==> src/rtl/gamepad_poller.sv <==
// Serial SNES-style gamepad poller: drives shared latch/clock lines, shifts in one data bit per
// port per pad_clk period and publishes a coherent snapshot with a one-cycle valid strobe.
module gamepad_poller #(
  parameter int unsigned PORTS           = 4,
  parameter int unsigned SHIFT_BITS      = 16,
  parameter int unsigned HALF_PERIOD     = 2,
  parameter int unsigned POLL_PERIOD     = 200000,
  parameter bit          DATA_ACTIVE_LOW = 1'b1
) (
  input  logic                          clk,
  input  logic                          reset,
  input  logic                          poll_req,
  input  logic                          auto_enable,
  input  logic [PORTS-1:0]              pad_data,
  output logic                          pad_latch,
  output logic                          pad_clk,
  output logic [PORTS*SHIFT_BITS-1:0]   pad_btn,
  output logic                          pad_valid,
  output logic                          busy
);

  localparam int unsigned CntW = $clog2(2 * HALF_PERIOD);
  localparam int unsigned BitW = (SHIFT_BITS > 1) ? $clog2(SHIFT_BITS) : 1;
  localparam int unsigned TmrW = $clog2(POLL_PERIOD);

  localparam logic [CntW-1:0] CntLast    = CntW'(2 * HALF_PERIOD - 1);
  localparam logic [CntW-1:0] CntLowLast = CntW'(HALF_PERIOD - 1);
  localparam logic [BitW-1:0] BitLast    = BitW'(SHIFT_BITS - 1);
  localparam logic [TmrW-1:0] TmrLast    = TmrW'(POLL_PERIOD - 1);

  localparam logic [1:0] StIdle  = 2'd0;
  localparam logic [1:0] StLatch = 2'd1;
  localparam logic [1:0] StShift = 2'd2;
  localparam logic [1:0] StDone  = 2'd3;

  logic [1:0]            state_q, state_d;
  logic [CntW-1:0]       cnt_q, cnt_d;
  logic [BitW-1:0]       bit_q, bit_d;
  logic [TmrW-1:0]       timer_q, timer_d;
  logic                  pending_q, pending_d;
  logic [SHIFT_BITS-1:0] buf_q [PORTS];
  logic [SHIFT_BITS-1:0] buf_d [PORTS];

  logic                        pad_latch_q, pad_latch_d;
  logic                        pad_clk_q, pad_clk_d;
  logic [PORTS*SHIFT_BITS-1:0] pad_btn_q, pad_btn_d;
  logic                        pad_valid_q, pad_valid_d;
  logic                        busy_q, busy_d;

  logic auto_req;
  logic req;

  always_comb begin
    timer_d  = timer_q;
    auto_req = 1'b0;
    if (!auto_enable) begin
      timer_d = '0;
    end else if (timer_q == TmrLast) begin
      timer_d  = '0;
      auto_req = 1'b1;
    end else begin
      timer_d = timer_q + TmrW'(1);
    end
  end

  // External and auto requests in the same cycle merge into one.
  assign req = poll_req | auto_req;

  always_comb begin
    state_d   = state_q;
    cnt_d     = cnt_q;
    bit_d     = bit_q;
    pending_d = pending_q;
    buf_d     = buf_q;
    case (state_q)
      StIdle, StDone: begin
        if (req || pending_q) begin
          state_d   = StLatch;
          cnt_d     = '0;
          pending_d = 1'b0;
        end else begin
          state_d = StIdle;
        end
      end
      StLatch: begin
        if (req) pending_d = 1'b1;
        if (cnt_q == CntLast) begin
          state_d = StShift;
          cnt_d   = '0;
          bit_d   = '0;
        end else begin
          cnt_d = cnt_q + CntW'(1);
        end
      end
      StShift: begin
        if (req) pending_d = 1'b1;
        // Sample at the end of the low phase, when pad data has had longest to settle.
        if (cnt_q == CntLowLast) begin
          for (int p = 0; p < PORTS; p++) begin
            buf_d[p][bit_q] = pad_data[p] ^ DATA_ACTIVE_LOW;
          end
        end
        if (cnt_q == CntLast) begin
          cnt_d = '0;
          if (bit_q == BitLast) state_d = StDone;
          else                  bit_d   = bit_q + BitW'(1);
        end else begin
          cnt_d = cnt_q + CntW'(1);
        end
      end
      default: state_d = StIdle;
    endcase
  end

  // Outputs are registered from next-state so they align with the state they describe.
  always_comb begin
    pad_latch_d = (state_d == StLatch);
    pad_clk_d   = !((state_d == StShift) && (cnt_d <= CntLowLast));
    pad_valid_d = (state_d == StDone);
    busy_d      = (state_d != StIdle);
    pad_btn_d   = pad_btn_q;
    if (state_d == StDone) begin
      for (int p = 0; p < PORTS; p++) begin
        pad_btn_d[p*SHIFT_BITS +: SHIFT_BITS] = buf_d[p];
      end
    end
  end

  always_ff @(posedge clk) begin
    if (reset) begin
      state_q     <= StIdle;
      cnt_q       <= '0;
      bit_q       <= '0;
      timer_q     <= '0;
      pending_q   <= 1'b0;
      for (int p = 0; p < PORTS; p++) buf_q[p] <= '0;
      pad_latch_q <= 1'b0;
      pad_clk_q   <= 1'b1;
      pad_btn_q   <= '0;
      pad_valid_q <= 1'b0;
      busy_q      <= 1'b0;
    end else begin
      state_q     <= state_d;
      cnt_q       <= cnt_d;
      bit_q       <= bit_d;
      timer_q     <= timer_d;
      pending_q   <= pending_d;
      for (int p = 0; p < PORTS; p++) buf_q[p] <= buf_d[p];
      pad_latch_q <= pad_latch_d;
      pad_clk_q   <= pad_clk_d;
      pad_btn_q   <= pad_btn_d;
      pad_valid_q <= pad_valid_d;
      busy_q      <= busy_d;
    end
  end

  assign pad_latch = pad_latch_q;
  assign pad_clk   = pad_clk_q;
  assign pad_btn   = pad_btn_q;
  assign pad_valid = pad_valid_q;
  assign busy      = busy_q;

endmodule

==> config.mk <==
export PLATFORM = sky130hd
export DESIGN_NAME = gamepad_poller
export DESIGN_NICKNAME = d
export VERILOG_FILES = /design/src/rtl/gamepad_poller.sv
export SDC_FILE = /design/constraint.sdc
export NUM_CORES = 1
export LEC_CHECK = 0
export CORE_MARGIN = 5
export CORE_UTILIZATION = 25
export CTS_CLUSTER_SIZE = 28
export DETAILED_ROUTE_END_ITERATION = 8
export REMOVE_ABC_BUFFERS = 1
export SLEW_MARGIN = 20
export SYNTH_ARGS = -nofsm -noshare
export SYNTH_HDL_FRONTEND = slang
export SYNTH_SLANG_ARGS = --single-unit
export TNS_END_PERCENT = 10
==> constraint.sdc <==
create_clock -name clk -period 1.9 [get_ports clk]
set_clock_uncertainty 0.2 [all_clocks]
set_input_delay 0.475 -clock clk [delete_from_list [all_inputs] [get_ports clk]]
set_output_delay 0.475 -clock clk [all_outputs]
set_load 0.01 [all_outputs]
# Word-level counts from Yosys, hierarchy flattened
# Cells that the tools add are included.
[word_totals]
reg_bits = 159
inputBits = 8
wordCells = 78
[op_classes]
addsub = 3
n_lt_le_gt_ge = 3
eq_ne = 15
muxes = 25
n_bitwise = 6
reduce_logical = 12
[ops]
columns = ["operator", "count"]
rows = [
  ["two-way mux 64 bit", 2],
  ["bitwise mux 16 bit", 4],
  ["adder 18 x 1 -> 18 bit (second input constant)", 1],
  ["== test 18 bit (second input constant)", 1],
  ["two-way mux 4 bit", 3],
  ["== test 2 bit (second input constant)", 5],
  ["two-way mux 2 bit", 5],
  ["!= test 2 bit (second input constant)", 4],
  ["case mux 4 bit (2 select lines)", 1],
  ["== test 2 x 1 -> 1 bit (second input constant)", 3],
  ["two-way mux 1 bit", 6],
  ["case mux 2 bit (3 select lines)", 1],
  ["< comparator 4 x 5 -> 1 bit (second input constant)", 1],
  ["NOT 1 bit", 5],
  ["adder 4 x 1 -> 4 bit (second input constant)", 1],
  ["demux 1 bit (select 4 bit)", 1],
  ["== test 4 bit (second input constant)", 1],
  [">= comparator 4 x 1 -> 1 bit (second input constant)", 1],
  ["case mux 2 bit (2 select lines)", 1],
  ["AND reduction 4 bit", 1],
  ["nonzero test 2 bit", 2],
  ["OR reduction 2 bit", 2],
  ["OR reduction 3 bit", 1],
  ["adder 2 x 1 -> 2 bit (second input constant)", 1],
  ["9 further kinds", 10],
]

# Logic depth before layout (Yosys ltp)
# Gate-level depths: netlist of the first run.
[logic_depth]
word_depth = 10
mapped_depth = 8
ltp_nobuf = 6

# Worst setup path before layout of the first run
# Ideal clock, no wire load.
[synth_timing]
path_type = "register to register"
startpoint = "reg state_q[0]"
endpoint = "reg pad_btn_q[10], in the netlist pad_btn[10]"
setup_ns = 0.121
arrival_time_ns = 1.745
required_time_ns = 1.579
path_slack_ns = -0.167
path_stages_with_launch = 8
path_cell_list = "dfxtp_1 -> inv_1 -> ha_1 -> a21oi_2 -> and2_1 -> buf_6 -> buf_8 -> mux2_4"
[synth_between]
elab_chain_cells = 4
[synth_lines]
columns = ["item", "line_no", "text"]
rows = [
  ["from (decl)", "36", "logic [1:0] state_q, state_d;"],
  ["from (signal assigned)", "131", "state_q <= StIdle;"],
  ["from (signal assigned)", "143", "state_q <= state_d;"],
  ["== test 2 bit (tied with other cells)", "75", "case (state_q)"],
  ["OR reduction 2 bit / two-way mux 2 bit (equally long branches)", "75, 103", ""],
  ["case mux 2 bit (3 select lines)", "75", ""],
  ["== test 2 bit", "122", "if (state_d == StDone) begin"],
  ["to (signal assigned)", "151", "pad_btn_q <= pad_btn_d;"],
  ["to (decl)", "46", "logic [PORTS*SHIFT_BITS-1:0] pad_btn_q, pad_btn_d;"],
]
# Parallel ways exist; a longest one is shown, timed or not.
# A chain may end at the register's enable or synchronous reset.

# Worst setup path in the final report of the first run
[layout_timing]
startpoint = "reg cnt_q[1]"
endpoint = "reg pad_btn_q[0], in the netlist pad_btn[0]"
[layout_between]
elab_chain_cells = 4
[layout_lines]
columns = ["item", "line_no", "text"]
rows = [
  ["from (decl)", "37", "logic [CntW-1:0] cnt_q, cnt_d;"],
  ["from (signal assigned)", "144", "cnt_q <= cnt_d;"],
  ["== test 2 bit", "87, 103", ""],
  ["two-way mux 2 bit (on tied branches)", "103, 87", ""],
  ["case mux 2 bit (3 select lines)", "75", ""],
  ["== test 2 bit", "122", ""],
]
# Parallel ways exist; a longest one is shown, timed or not.

==> flow_metrics.tcl, run 1 <==
set metrics [dict create \
    pwr-share-seq_pct 48.4 \
    grt_pass1_wl_um 27700 \
    port_buffers 75 \
    drtIter0Drc 272 \
    cp-start-kind "register" \
    start_util_pct 25.2 \
    finalCritPeriodShare_pct 99.6 \
    synthTopCellsByCount "dfxtp_1 (159), a21oi_1 (116), nor2_1 (75)" \
    ys.flop_type "dfxtp_1" \
    core_area_mm2 0.0251 \
    rsz0062_at_grt "true" \
    wl_um 17300 \
    syn_area_mm2 0.00634 \
    gp_congestion 0.823 \
    fmax_ghz 0.529 \
    netlist.area_leader.share_pct 50.2 \
    clock_sinks 159 \
    grt-ovfl-total 0 \
    finalCriticalPeriod_ps 1890 \
    maxSlewViolCount 0 \
    nets 831 \
    finalSetupViolCount 0 \
    dieWidth_um 169 \
    dieHeight_um 169 \
    p_total_mw 6.92 \
    placed_cell_area_mm2 0.00794 \
    final_hold_viol_count 0 \
    drt-wirelength-per-cell_um 14.9 \
    max_slew_margin_pct 62.7 \
    synthArstFlopShare_pct 0 \
    p_leak_nw 3.26 \
    clk_latency_ps 430 \
    clkTransAtPathRegs_ps 70 \
    cts_buffers 17 \
    yosys.area.top_type "dfxtp_1" \
    crit_path_end_kind "register" \
    clockBufferDepth 2 \
    vias 5412 \
    yosysSeqAreaShare_pct 50.2 \
    cts_root_buf "clkbuf_16" \
    synthCells 700 \
    route.detailed.drc 0 \
    final_antenna_net_count 0 \
    layout-drive-gt1-share_pct 27.7 \
    critPathMaxFanout 8 \
    ys_warn_count 0 \
    firstDrtPassIters 4 \
    hp-start "reset" \
    arrival_ps 2070 \
    drv_cap 0 \
    die_area_mm2 0.0286 \
    crit_path_start "cnt_q[1]" \
    fin_area_mm2 0.00891 \
    critical_path_class "reg -> reg" \
    fillers 2616 \
    status "completed" \
    antenna_cells 0 \
    irDropWorstVdd_v 0.000633 \
    dp_hpwl_um 11700 \
    power.share.clock_pct 47.6 \
    comb_power_share_pct 3.9 \
    crit-reg2reg-launch "cnt_q[1]" \
    grt_max_degree 50 \
    ys_types 46 \
    syn_area_per_cell_um2 9.06 \
    syn_to_final_growth_pct 40.6 \
    grt_pass1_vias 5222 \
    synth-edff-count 0 \
    holdBufCountCts 0 \
    setup_tns_ps 0 \
    synth_area_leaders "dfxtp_1 (50%), a21oi_1 (9.2%), a211oi_1 (6.0%)" \
    cellPowerDensity_mw_per_mm2 776 \
    p_sw_mw 1.64 \
    num_rows 58 \
    tightestPinTransition_ps 560 \
    via_per_inst 4.68 \
    fin_util_pct 35.5 \
    antenna_found_initial 0 \
    grtUsageTotal_pct 12.0 \
    synth.ff_latch_count 159 \
    cts_tree "built" \
    crit_required_ps 2080 \
    p_sw_share_pct 23.7 \
    hold_class "in -> reg" \
    synth_most_common_cell "dfxtp_1" \
    htreeDepth 4 \
    io_pins 76 \
    p_int_mw 5.28 \
]
[layer usage]
| layer | up-vias | wire length [um] | global-route usage (%) |
|---|---|---|---|
| li1 | 2720 | - | - |
| met1 | 2578 | 8200 | 16.0 |
| met2 | 98 | 8000 | 18.8 |
| met3 | 16 | 864 | 3.94 |
| met4 | 0 | 206 | 3.15 |
| met5 | - | 0 | 0 |
[layout by cell type (no fill, tap or decap), types with 6 or more instances in the layout]
master           count
nand2_1             19
clkbuf_16           17
inv_1                7
dlygate4sd2_1       68
inv_6                6
a311oi_2            11
buf_12              11
nor2_1              75
a21oi_2             24
nor2b_1             18
clkdlybuf4s50_1      6
nor4_1               6
nand3_1             11
xnor2_1             13
nand4_1              7
mux2_4              13
dfxtp_1            153
nor3_1              36
a211oi_1            46
nand3_2              7
buf_4               65
nor3_2              17
a21oi_1             91
[worst max-delay path, cell delays in order (launching register included)]
cell	delay, ps
dfxtp_2	330
buf_4	130
inv_2	60
ha_4	200
and3_1	210
buf_4	190
a21oi_2	70
a311oi_2	270
mux2_2	190
[timing repair]
item                                    CTS  global route
cloned                                    0             0
endpoints found under the setup margin  183            83
gates resized for setup                 109            71
pin swaps                                 8            20
hold endpoints to repair                  0             0
buffers inserted                          1             1
[registers in the layout, summed over array words and instances (netlist names), 2 cells and up]
| signal | count |
|---|---|
| cnt_q | 2 |
| buf_q | 64 |
| bit_q | 4 |
| timer_q | 18 |
| state_q | 2 |
| pad_btn | 64 |
[metrics by stage]
| step | hold WS (ps) | setup slack [ps] | instances |
|---|---|---|---|
| 6_report | 133 | 8.02 | 1156 |
| 3_5_place_dp | 270 | -285 | 1122 |
| 2_1_floorplan | 241 | -2230 | 639 |
| 4_1_cts | 100 | -29.5 | 1155 |
| 5_1_grt | 132 | -67.5 | 1156 |
| 3_3_place_gp | 264 | -272 | 1122 |
[logic make-up (layout without fill, tap and decap cells)]
kind of cell	count (synthesis)	after routing	share of synthesized area (%)
AND/OR/NAND/NOR	228	228	17.6
buffers and inverters	73	199	5.27
XOR/XNOR	17	17	2.35
flip-flops	159	159	50.2
multiplexers	18	18	3.79
adder cells (fa/ha/maj)	10	10	1.97
AO/OA/AOI/OAI	195	195	18.8
[final timing paths]
kind	end	slack, ps	cells past startpoint
worst max-delay path	pad_btn[0]	8	8
worst max register to register	pad_btn[0]	8	8
worst min-delay path	buf_q[52]	130	2
worst min register to register	buf_q[31]	290	2
[layout make-up]
type | instances | area (um^2) | area share, %
clock inverters | 14 | 131 | 1.47
inverters | 12 | 45.0 | 0.505
multi-input cells | 468 | 3280 | 36.8
repair buffers | 155 | 1420 | 16.0
flip-flops and latches | 159 | 3190 | 35.8
clock buffers | 18 | 429 | 4.81
well taps | 330 | 413 | 4.63
[power by group through the flow]
stage | Clock, mW | Sequential, mW | Combinational (mW)
6_report | 3.30 | 3.35 | 0.271
5_1_grt | 3.51 | 3.35 | 0.294
4_1_cts | 3.37 | 3.35 | 0.261
3_5_place_dp | 0 | 3.43 | 0.243
3_3_place_gp | 0 | 3.43 | 0.242
2_1_floorplan | 0 | 3.43 | 0.0579
(Power assumes the default switching activity.)
==> run 2, diff against run 1 <==
- CAP_MARGIN: default -> 20
==> results of run 2 <==
Same layout as run 1: the final DEF is identical, and so are final timing and power.
==> run 3, diff against run 2 <==
- SLEW_MARGIN: 20 -> default
==> results of run 3 <==
Same layout as run 1: the final DEF is identical, and so are final timing and power.
